File: config.mk
export PLATFORM = sky130hd
export DESIGN_NAME = serial_adder
export DESIGN_NICKNAME = d
export VERILOG_FILES = /design/src/rtl/serial_adder_pkg.sv /design/src/rtl/full_adder.sv /design/src/rtl/serial_adder.sv
export SDC_FILE = /design/constraint.sdc
export NUM_CORES = 1
export LEC_CHECK = 0
export CORE_ASPECT_RATIO = 0.7
export CORE_MARGIN = 2
export CORE_UTILIZATION = 50
export DETAILED_ROUTE_END_ITERATION = 8
export PLACE_DENSITY = 0.84
export REMOVE_ABC_BUFFERS = 1
export SYNTH_ARGS = -nofsm -noshare
export SYNTH_HDL_FRONTEND = slang
export SYNTH_SLANG_ARGS = --single-unit
File: constraint.sdc
create_clock -name clk -period 1.7 [get_ports clk]
set_input_delay 0.51 -clock clk [delete_from_list [all_inputs] [get_ports clk]]
set_output_delay 0.51 -clock clk [all_outputs]
set_load 0.005 [all_outputs]
File: src/rtl/serial_adder_pkg.sv
// Shared definitions for the bit-serial adder: FSM state encoding.
// Latency: n/a (types only).
// Backpressure: n/a (types only).
package serial_adder_pkg;

    // Controller states; encodings are fixed so they can be read directly in waveforms.
    typedef enum logic [1:0] {
        ST_IDLE = 2'd0,
        ST_RUN  = 2'd1,
        ST_DONE = 2'd2
    } state_t;

endpackage

File: src/rtl/full_adder.sv
// Single-bit full adder built from gate primitives; the one arithmetic cell of the serial adder.
// Latency: purely combinational.
// Backpressure: none.
module full_adder (
    output wire sum,
    output wire cout,
    input  wire a,
    input  wire b,
    input  wire cin
);

    wire w_axb;
    wire w_ab;
    wire w_cx;

    xor g_x0 (w_axb, a, b);
    xor g_x1 (sum, w_axb, cin);
    and g_a0 (w_ab, a, b);
    and g_a1 (w_cx, w_axb, cin);
    or  g_o0 (cout, w_ab, w_cx);

endmodule

File: src/rtl/serial_adder.sv
// Bit-serial WIDTH-bit adder: {cout,sum} = a + b + cin, one bit per clock through one full-adder cell.
// Latency: done pulses WIDTH edges after the accepting edge; result registers hold until the next completion.
// Backpressure: start is accepted only in IDLE or DONE; a start while running is dropped, not queued.
module serial_adder
    import serial_adder_pkg::*;
#(
    parameter int WIDTH = 8
) (
    input  logic             clk,
    input  logic             rst_n,
    input  logic             start,
    input  logic [WIDTH-1:0] a,
    input  logic [WIDTH-1:0] b,
    input  logic             cin,
    output logic             busy,
    output logic             done,
    output logic [WIDTH-1:0] sum,
    output logic             cout
);

    // Counter only needs to reach WIDTH-1; keep at least one bit for tiny widths.
    localparam int             CW   = (WIDTH > 1) ? $clog2(WIDTH) : 1;
    localparam logic [CW-1:0]  LAST = CW'(WIDTH - 1);

    state_t           r_state;
    logic [WIDTH-1:0] r_a_sr;
    logic [WIDTH-1:0] r_b_sr;
    logic [WIDTH-1:0] r_res;
    logic             r_carry;
    logic [CW-1:0]    r_cnt;
    logic             r_busy;
    logic             r_done;
    logic [WIDTH-1:0] r_sum;
    logic             r_cout;

    wire              w_sum;
    wire              w_cout;

    assign busy = r_busy;
    assign done = r_done;
    assign sum  = r_sum;
    assign cout = r_cout;

    // The only arithmetic: LSBs of both operand shifters plus the carry flop.
    full_adder u_fa (
        .sum  (w_sum),
        .cout (w_cout),
        .a    (r_a_sr[0]),
        .b    (r_b_sr[0]),
        .cin  (r_carry)
    );

    // Controller, operand/result shifters, carry flop and bit counter in one registered FSM.
    always_ff @(posedge clk) begin
        if (!rst_n) begin
            r_state <= ST_IDLE;
            r_a_sr  <= '0;
            r_b_sr  <= '0;
            r_res   <= '0;
            r_carry <= 1'b0;
            r_cnt   <= '0;
            r_busy  <= 1'b0;
            r_done  <= 1'b0;
            r_sum   <= '0;
            r_cout  <= 1'b0;
        end else begin
            case (r_state)
                // DONE behaves like IDLE for acceptance, which gives back-to-back operation.
                ST_IDLE, ST_DONE: begin
                    r_done <= 1'b0;
                    if (start) begin
                        r_state <= ST_RUN;
                        r_busy  <= 1'b1;
                        r_a_sr  <= a;
                        r_b_sr  <= b;
                        r_carry <= cin;
                        r_res   <= '0;
                        r_cnt   <= '0;
                    end else begin
                        r_state <= ST_IDLE;
                    end
                end

                ST_RUN: begin
                    // Sum bit enters at the MSB so the first bit lands at bit 0 after WIDTH shifts.
                    r_res   <= {w_sum, r_res[WIDTH-1:1]};
                    r_a_sr  <= {1'b0, r_a_sr[WIDTH-1:1]};
                    r_b_sr  <= {1'b0, r_b_sr[WIDTH-1:1]};
                    r_carry <= w_cout;
                    r_cnt   <= r_cnt + CW'(1);
                    if (r_cnt == LAST) begin
                        // Publish directly from the final shift so the result appears with done.
                        r_state <= ST_DONE;
                        r_busy  <= 1'b0;
                        r_done  <= 1'b1;
                        r_sum   <= {w_sum, r_res[WIDTH-1:1]};
                        r_cout  <= w_cout;
                    end
                end

                default: begin
                    r_state <= ST_IDLE;
                    r_busy  <= 1'b0;
                    r_done  <= 1'b0;
                end
            endcase
        end
    end

endmodule
==> flow_summary.yaml, run 1 <==
layout:
  final_cells: 250
  drive_gt1_share_pct: 8.96
  nets: 235
  diodes: 0
  fin_util_pct: 67.1
  syn_to_final_growth_pct: 29.7
  fillers: 240
critical_path:
  cp_max_fo: 2
  crit_path_top_delay_cell: "clkdlybuf4s50_1"
  crit_path_max_incr_delay_ns: 0.52
  critical_path.startpoint: "sum[0]"
  criticalPathCategory: "register to primary output"
  arrival_ns: 1.15
  cp_num_buf_inv: 1
  cp-start-kind: "register"
  worstPathCellList: "clkdlybuf4s50_1"
  crit_family: "buffers and inverters"
  end_kind: "primary output"
  rr_startpoint: "r_cnt[0]"
  required_ns: 1.19
synthesis:
  netlist_top_cells_count: "40 x dfxtp_1, 24 x nand2_1, 20 x nand3_1, 14 x nor2_1"
  synth_edf_count: 0
  yosysWarnings: 0
  yosys.cell_count.top_type: "dfxtp_1"
  synth_flop_cell: "dfxtp_1"
  synthArstFlopShare_pct: 0
  yosysTopAreaCell: "dfxtp_1"
  netlist_instances: 182
  ys_seq_elements: 40
  synth-seq-area-share_pct: 49.5
  avgSynthCellArea_um2: 8.89
  synth_top_area_share_pct: 49.5
  synth_area_leaders: "dfxtp_1 49%, o221ai_1 7.0%, nand3_1 6.2%"
  synth_cell_types: 24
  syn_area_um2: 1620
sta:
  tightest_slew_ns: 0.364
  finalSetupTns_ns: 0
  rsz0062_at_grt: "false"
  max_clock_freq_ghz: 0.603
  relSlewSlack_pct: 75.7
  slew_viol_final: 0
  finClkSkew_ns: 0.00659
  hold_violations: 0
  finalCritPeriodShare_pct: 97.6
  fin_worst_hold_slack_ns: 0.456
  setup_viol: 0
  fin_crit_ns: 1.66
clock_tree:
  cts.clk_slew.worst_paths_ns: 0.08
  clkLatencyLatePin_ns: 0.29
  cts_hold_buf: 0
  cts_buffer_depth: 2
  cts_root_buffer: "clkbuf_8"
  cts_tree: "done"
  cts_made_buffers: 5
  cts_setup_buffers: 0
  clock_sinks: 40
  ctsHtreeMaxLevel: 2
worst_hold_path:
  hold_path_class: "register to register"
  hold_start: "sum[5]"
power:
  ir_worst_vdd_uv: 588
  p_per_area_nw_per_um2: 1030
  leakagePower_nw: 0.772
routing:
  first_pass_iters: 4
  dr.first_iter.drc_count: 129
  drc: 0
  drt-total-wl_um: 3450
  wire_per_inst_um: 13.8
  vias_per_cell: 5.53
  num_vias: 1383
  ant_nets: 0
global_route:
  grt_pass1_wl_um: 6020
  grt-ovfl-total: 0
  grt_max_degree: 41
  antenna_found_initial: 0
  grt_pass1_vias: 1348
  grtUsageTotal_pct: 21.3
floorplan:
  core-area_um2: 3130
  io_pins: 31
  die_h_um: 51.6
  initial_core_util_pct: 51.7
  die_area_um2: 3710
  placementRows: 17
  die_x_um: 72.0
outcome:
  status: "completed"
job:
  max_cap_violations: 0
placement:
  placedCellCount: 243
  place_hpwl_um: 2320
  io_buffers: 30
  gp_congestion: 0.832
-- power by group --
group | switching, mW | total (mW) | internal (mW)
clock | 0.321 | 0.898 | 0.578
combinational | 0.124 | 0.250 | 0.127
sequential | 0.0308 | 1.02 | 0.986
-- registers in the layout (all words and copies together) (netlist names) --
name / cells
r_cnt: 3
busy: 1
cout: 1
sum: 8
r_res: 7
r_state: 2
r_a_sr: 8
done: 1
r_carry: 1
r_b_sr: 8
-- cells in the final DEF, fill, tap and decap left out, types with 2 or more instances in the layout --
| cell type | n |
|---|---|
| a21boi_0 | 8 |
| a21boi_1 | 12 |
| a31oi_1 | 2 |
| and3_1 | 2 |
| buf_4 | 9 |
| bufinv_16 | 2 |
| clkbuf_8 | 5 |
| clkdlybuf4s50_1 | 30 |
| dfxtp_1 | 39 |
| ha_1 | 2 |
| nand2_1 | 24 |
| nand2b_1 | 2 |
| nand3_1 | 20 |
| nor2_1 | 14 |
| nor2b_1 | 2 |
| nor3_1 | 13 |
| o21ai_0 | 3 |
| o221ai_1 | 13 |
-- path summary, 6_finish.rpt --
kind | end | slack, ns | cells after the start
setup reg to reg | sum[3] | 0.34 | 5
hold / removal | sum[5] | 0.46 | 2
hold reg to reg | sum[5] | 0.46 | 2
setup / recovery | sum[0] | 0.04 | 1
-- cells by family (layout without fill, tap and decap cells) --
logic type / count (synthesis) / count (layout) / synth area share (%)
fa+ha+maj: 3 / 3 / 2.78
simple gates: 80 / 80 / 22.6
compound gates: 42 / 42 / 19.7
buf+inv: 17 / 47 / 5.41
flops: 40 / 40 / 49.5
-- stage by stage --
stage | setup WS (ns) | power [mW] | instance area, um^2
3_5_place_dp | 0.0113 | 1.29 | 1970
5_1_grt | 0.00286 | 2.25 | 2100
4_1_cts | 0.0298 | 2.17 | 2100
3_3_place_gp | 0.0356 | 1.27 | 1970
2_1_floorplan | -0.196 | 1.16 | 1530
6_report | 0.0405 | 2.17 | 2100
-- area by class of cell --
cell class	instances	area [um^2]	share of cell area, %
sequential	40	802	38.2
timing repair buffer	40	388	18.5
clock inverter	2	60.1	2.86
multi-input combinational	125	732	34.9
clock buffer	5	68.8	3.28
tap	38	47.5	2.27
-- metal layers --
layer / track usage, % / vias to the layer above / share of wire (%)
met3: 9.30 / 5 / 5.6
met2: 34.3 / 46 / 47
li1: - / 699 / -
met4: 8.81 / 0 / 1.1
met1: 25.1 / 633 / 46
met5: 0 / - / 0
-- what timing repair did --
action	CTS	global route
endpoints found under the setup margin	0	1
resized for setup	0	1
endpoints found under the hold margin	0	0
(Power assumes the default switching activity.)
==> run 2, diff against run 1 <==
- PLACE_DENSITY: 0.84 -> 0.74
==> flow_summary.yaml, run 2 (synthesis results as in run 1) <==
clock_tree:
  cts_hold_buf: 0
  cts.clk_slew.worst_paths_ns: 0.08
  cts_resized: 0
  clkLatencyLatePin_ns: 0.29
  cts_tree: "done"
  cts_buffer_depth: 2
  cts_setup_buffers: 0
  ctsHtreeMaxLevel: 2
  clock_sinks: 40
  cts_made_buffers: 5
  cts_root_buffer: "clkbuf_8"
power:
  pwr-share-comb_pct: 12.5
  sequentialPowerShare_pct: 48.7
  p_int_mw: 1.60
  p_per_area_nw_per_um2: 991
  p_sw_uw: 485
  leakagePower_nw: 0.772
  sw_frac_of_total_pct: 23.3
  p_total_mw: 2.08
  ir_worst_vdd_uv: 657
  clkPwrFrac_pct: 38.8
critical_path:
  criticalPathCategory: "register to primary output"
  crit_path_max_incr_delay_ns: 0.51
  arrival_ns: 1.14
  cp-start-kind: "register"
  rr_startpoint: "r_cnt[0]"
  crit_family: "buffers and inverters"
  worstPathCellList: "clkdlybuf4s50_1"
  critical_path.startpoint: "busy"
  end_kind: "primary output"
  cp_max_fo: 2
  required_ns: 1.19
  cp_num_buf_inv: 1
  crit_path_top_delay_cell: "clkdlybuf4s50_1"
global_route:
  antenna_found_initial: 0
  grt-ovfl-total: 0
  grt_pass1_wl_um: 5870
  grtUsageTotal_pct: 20.6
  grt_pass1_vias: 1311
  grt_max_degree: 41
routing:
  drc: 0
  num_vias: 1370
  wire_per_inst_um: 13.6
  dr.first_iter.drc_count: 99
  first_pass_iters: 4
  vias_per_cell: 5.46
  drt-total-wl_um: 3430
  ant_nets: 0
sta:
  slew_viol_final: 0
  fin_crit_ns: 1.65
  setup_viol: 0
  fin_worst_hold_slack_ns: 0.457
  max_clock_freq_ghz: 0.607
  finalCritPeriodShare_pct: 97.0
  finalSetupTns_ns: 0
  hold_violations: 0
  tightest_slew_ns: 0.358
  relSlewSlack_pct: 76.1
  fin_ws_ns: 0.0517
  finClkSkew_ns: 0.0132
  rsz0062_at_grt: "false"
floorplan:
  die_h_um: 51.6
  placementRows: 17
  die_area_um2: 3710
  io_pins: 31
  die_x_um: 72.0
  initial_core_util_pct: 51.7
  core-area_um2: 3130
layout:
  final_area_um2: 2100
  final_cells: 251
  diodes: 0
  nets: 235
  drive_gt1_share_pct: 8.92
  syn_to_final_growth_pct: 29.9
  layout_common_cells: "40 x dfxtp_1, 30 x clkdlybuf4s50_1, 24 x nand2_1, 20 x nand3_1, 14 x nor2_1"
  layout_commonest_cell: "dfxtp_1"
  fin_util_pct: 67.2
placement:
  gp_congestion: 0.725
  dpl_worst_slack_ns: 0.0266
  placedCellCount: 243
  io_buffers: 30
  postPlaceCellArea_um2: 1980
  place_hpwl_um: 2310
outcome:
  status: "completed"
worst_hold_path:
  hold_path_class: "register to register"
  hold_start: "sum[4]"
job:
  max_cap_violations: 0
## run 2: cell count changes in the layout (fill, tap and decap cells not counted), sizes merged
cell	before	now
bufinv	2	1
clkbuf	5	6
clkinv	0	1
## run 2: path summary, 6_finish.rpt
kind / end / slack [ns] / depth (start not counted)
setup / recovery: busy / 0.05 / 1
hold / removal: sum[4] / 0.46 / 2
setup reg to reg: sum[1] / 0.27 / 5
hold reg to reg: sum[4] / 0.46 / 2
## run 2: routing by layer
metal	GRT usage, %	part of all wire, %	vias up
met4	8.49	1.2	0
met2	34.3	48	37
met5	0	0	-
met1	26.2	45	626
met3	4.65	5.3	5
li1	-	-	702
## run 2: power by group through the flow
| stage | combinational [mW] | sequential, mW | clock (mW) |
|---|---|---|---|
| after floorplan | 0.130 | 1.03 | 0 |
| after global placement | 0.249 | 1.03 | 0 |
| after detailed placement | 0.258 | 1.04 | 0 |
| after CTS | 0.261 | 1.01 | 0.830 |
| after global routing | 0.285 | 1.02 | 0.872 |
| final | 0.260 | 1.01 | 0.808 |
## run 2: layout make-up
cell class	instances	area (um^2)
Fill cell	255	1020
Sequential cell	40	801
Multi-Input combinational cell	125	732
Timing Repair Buffer	40	400
Clock buffer	6	82.6
Tap cell	38	47.5
Clock inverter	2	38.8
==> run 3, diff against run 2 <==
- ABC_AREA: not set -> 1
- CAP_MARGIN: not set -> 20
- PLACE_DENSITY: 0.74 -> 0.73
==> flow_summary.yaml, run 3 <==
floorplan:
  die_x_um: 74.5
  initial_core_util_pct: 53.9
  die_h_um: 53.4
  io_pins: 31
  core-area_um2: 3230
  placementRows: 17
  die_area_um2: 3980
synthesis:
  synthArstFlopShare_pct: 0
  synth_area_leaders: "dfxtp_1 46%, nand3_1 12%, nand2_1 9.3%"
  yosysTopAreaCell: "dfxtp_1"
  synth-compound-area-share_pct: 11.0
  synth-simple-area-share_pct: 28.4
  synth_fa_ha_area_share_pct: 2.59
  synth_edf_count: 0
  synth-seq-area-share_pct: 46.0
  synth_cell_types: 18
  syn_area_um2: 1740
  netlist_top_cells_count: "43 x nand2_1, 43 x nand3_1, 40 x dfxtp_1, 37 x inv_1, 26 x a21oi_1"
  synth_xor_area_share_pct: 0
  synth_top_family_by_area: "simple AND/OR/NAND/NOR gates"
  ys_seq_elements: 40
  yosysWarnings: 0
  synth_flop_cell: "dfxtp_1"
  synth.area.mux_share_pct: 0
  avgSynthCellArea_um2: 7.17
  synth_top_area_share_pct: 46.0
  netlist_instances: 243
sta:
  max_clock_freq_ghz: 0.607
  hold_violations: 0
  tightest_slew_ns: 0.397
  rsz0062_at_grt: "false"
  finClkSkew_ns: 0.00659
  fin_crit_ns: 1.65
  finalCritPeriodShare_pct: 96.9
  slew_viol_final: 0
  finalSetupTns_ns: 0
  relSlewSlack_pct: 73.4
  setup_viol: 0
power:
  p_sw_uw: 484
  p_per_area_nw_per_um2: 883
  p_int_mw: 1.49
  sw_frac_of_total_pct: 24.6
  leakagePower_nw: 0.993
  clkPwrFrac_pct: 33.3
  pwr-share-comb_pct: 15.4
  ir_worst_vdd_uv: 563
  sequentialPowerShare_pct: 51.3
critical_path:
  crit_path_max_incr_delay_ns: 0.51
  cp-start-kind: "register"
  critical_path.startpoint: "done"
  crit_family: "buffers and inverters"
  criticalPathCategory: "register to primary output"
  arrival_ns: 1.14
  cp_num_buf_inv: 1
  worstPathCellList: "clkdlybuf4s50_1"
  crit_path_top_delay_cell: "clkdlybuf4s50_1"
  cp_max_fo: 2
  rr_startpoint: "r_cnt[0]"
  required_ns: 1.19
  end_kind: "primary output"
layout:
  layout_common_cells: "43 x nand2_1, 43 x nand3_1, 40 x dfxtp_1, 37 x inv_1, 30 x clkdlybuf4s50_1"
  syn_to_final_growth_pct: 28.0
  final_cells: 324
  nets: 300
  drive_gt1_share_pct: 8.30
  fillers: 297
  diodes: 0
clock_tree:
  cts.clk_slew.worst_paths_ns: 0.07
  ctsHtreeMaxLevel: 2
  cts_buffer_depth: 2
  cts_made_buffers: 5
  cts_setup_buffers: 0
  cts_resized: 0
  cts_root_buffer: "clkbuf_8"
  cts_tree: "done"
  clkLatencyLatePin_ns: 0.28
  clock_sinks: 40
  cts_hold_buf: 0
worst_hold_path:
  hold_path_class: "register to register"
  hold_start: "r_b_sr[7]"
outcome:
  status: "completed"
routing:
  dr.first_iter.drc_count: 126
  first_pass_iters: 4
  drc: 0
  wire_per_inst_um: 11.6
  vias_per_cell: 4.81
  num_vias: 1558
  drt-total-wl_um: 3750
  ant_nets: 0
placement:
  place_hpwl_um: 2630
  placedCellCount: 317
  io_buffers: 30
  gp_congestion: 0.756
job:
  max_cap_violations: 0
global_route:
  grt-ovfl-total: 0
  grtUsageTotal_pct: 21.3
  grt_pass1_vias: 1421
  grt_pass1_wl_um: 6360
  antenna_found_initial: 0
  grt_max_degree: 20
[run 3: worst paths after layout]
kind	endpoint	slack, ns	cells past startpoint
setup / recovery	done	0.05	1
hold / removal	r_b_sr[7]	0.46	2
setup reg to reg	sum[1]	0.29	7
hold reg to reg	r_b_sr[7]	0.46	2
[run 3: power by group through the flow]
stage,Combinational (mW),Sequential (mW),Clock (mW)
finish,0.303,1.01,0.655
global placement,0.300,1.03,0
CTS,0.304,1.01,0.675
detailed placement,0.303,1.03,0
floorplan,0.168,1.03,0
global route,0.345,1.01,0.714
[run 3: cell families after synthesis]
group / count (synthesis)
AOI/OAI and AO/OA: 38
adders and majority gates: 3
buffers and inverters: 52
DFF: 40
and+or+nand+nor: 110
[run 3: stage by stage]
step / utilization (%) / setup WS (ns) / hold slack (ns) / total power [mW] / cell area [um^2]
4_1_cts: 69.0 / 0.0394 / 0.465 / 1.99 / 2230
3_5_place_dp: 66.0 / 0.0436 / 0.455 / 1.33 / 2130
5_1_grt: 69.0 / 0.00351 / 0.485 / 2.07 / 2230
3_3_place_gp: 66.0 / 0.105 / 0.456 / 1.33 / 2130
2_1_floorplan: - / 0.168 / 0.428 / 1.20 / 1680
6_report: 69.0 / 0.0526 / 0.463 / 1.97 / 2230
[run 3: layout make-up]
type	count	area [um^2]	area share, %
well taps	47	58.8	2.64
multi-input cells	151	731	32.8
clock buffers	7	96.3	4.32
repair buffers	39	393	17.6
flip-flops and latches	40	801	35.9
inverters	40	150	6.73
[run 3: worst register-to-register path, stage by stage (launching register included)]
cell and delay [ns]:
dfxtp_1 0.36, ha_1 0.17, ha_1 0.16, inv_1 0.10, nor2_4 0.22, inv_2 0.14
nor2_1 0.11, nor2_1 0.05
[run 3: metal layers]
layer  part of all wire (%)  track usage (%)
met5                      0                0
met4                   0.43             5.65
met3                    4.9             5.14
met2                     42             31.4
met1                     53             31.0
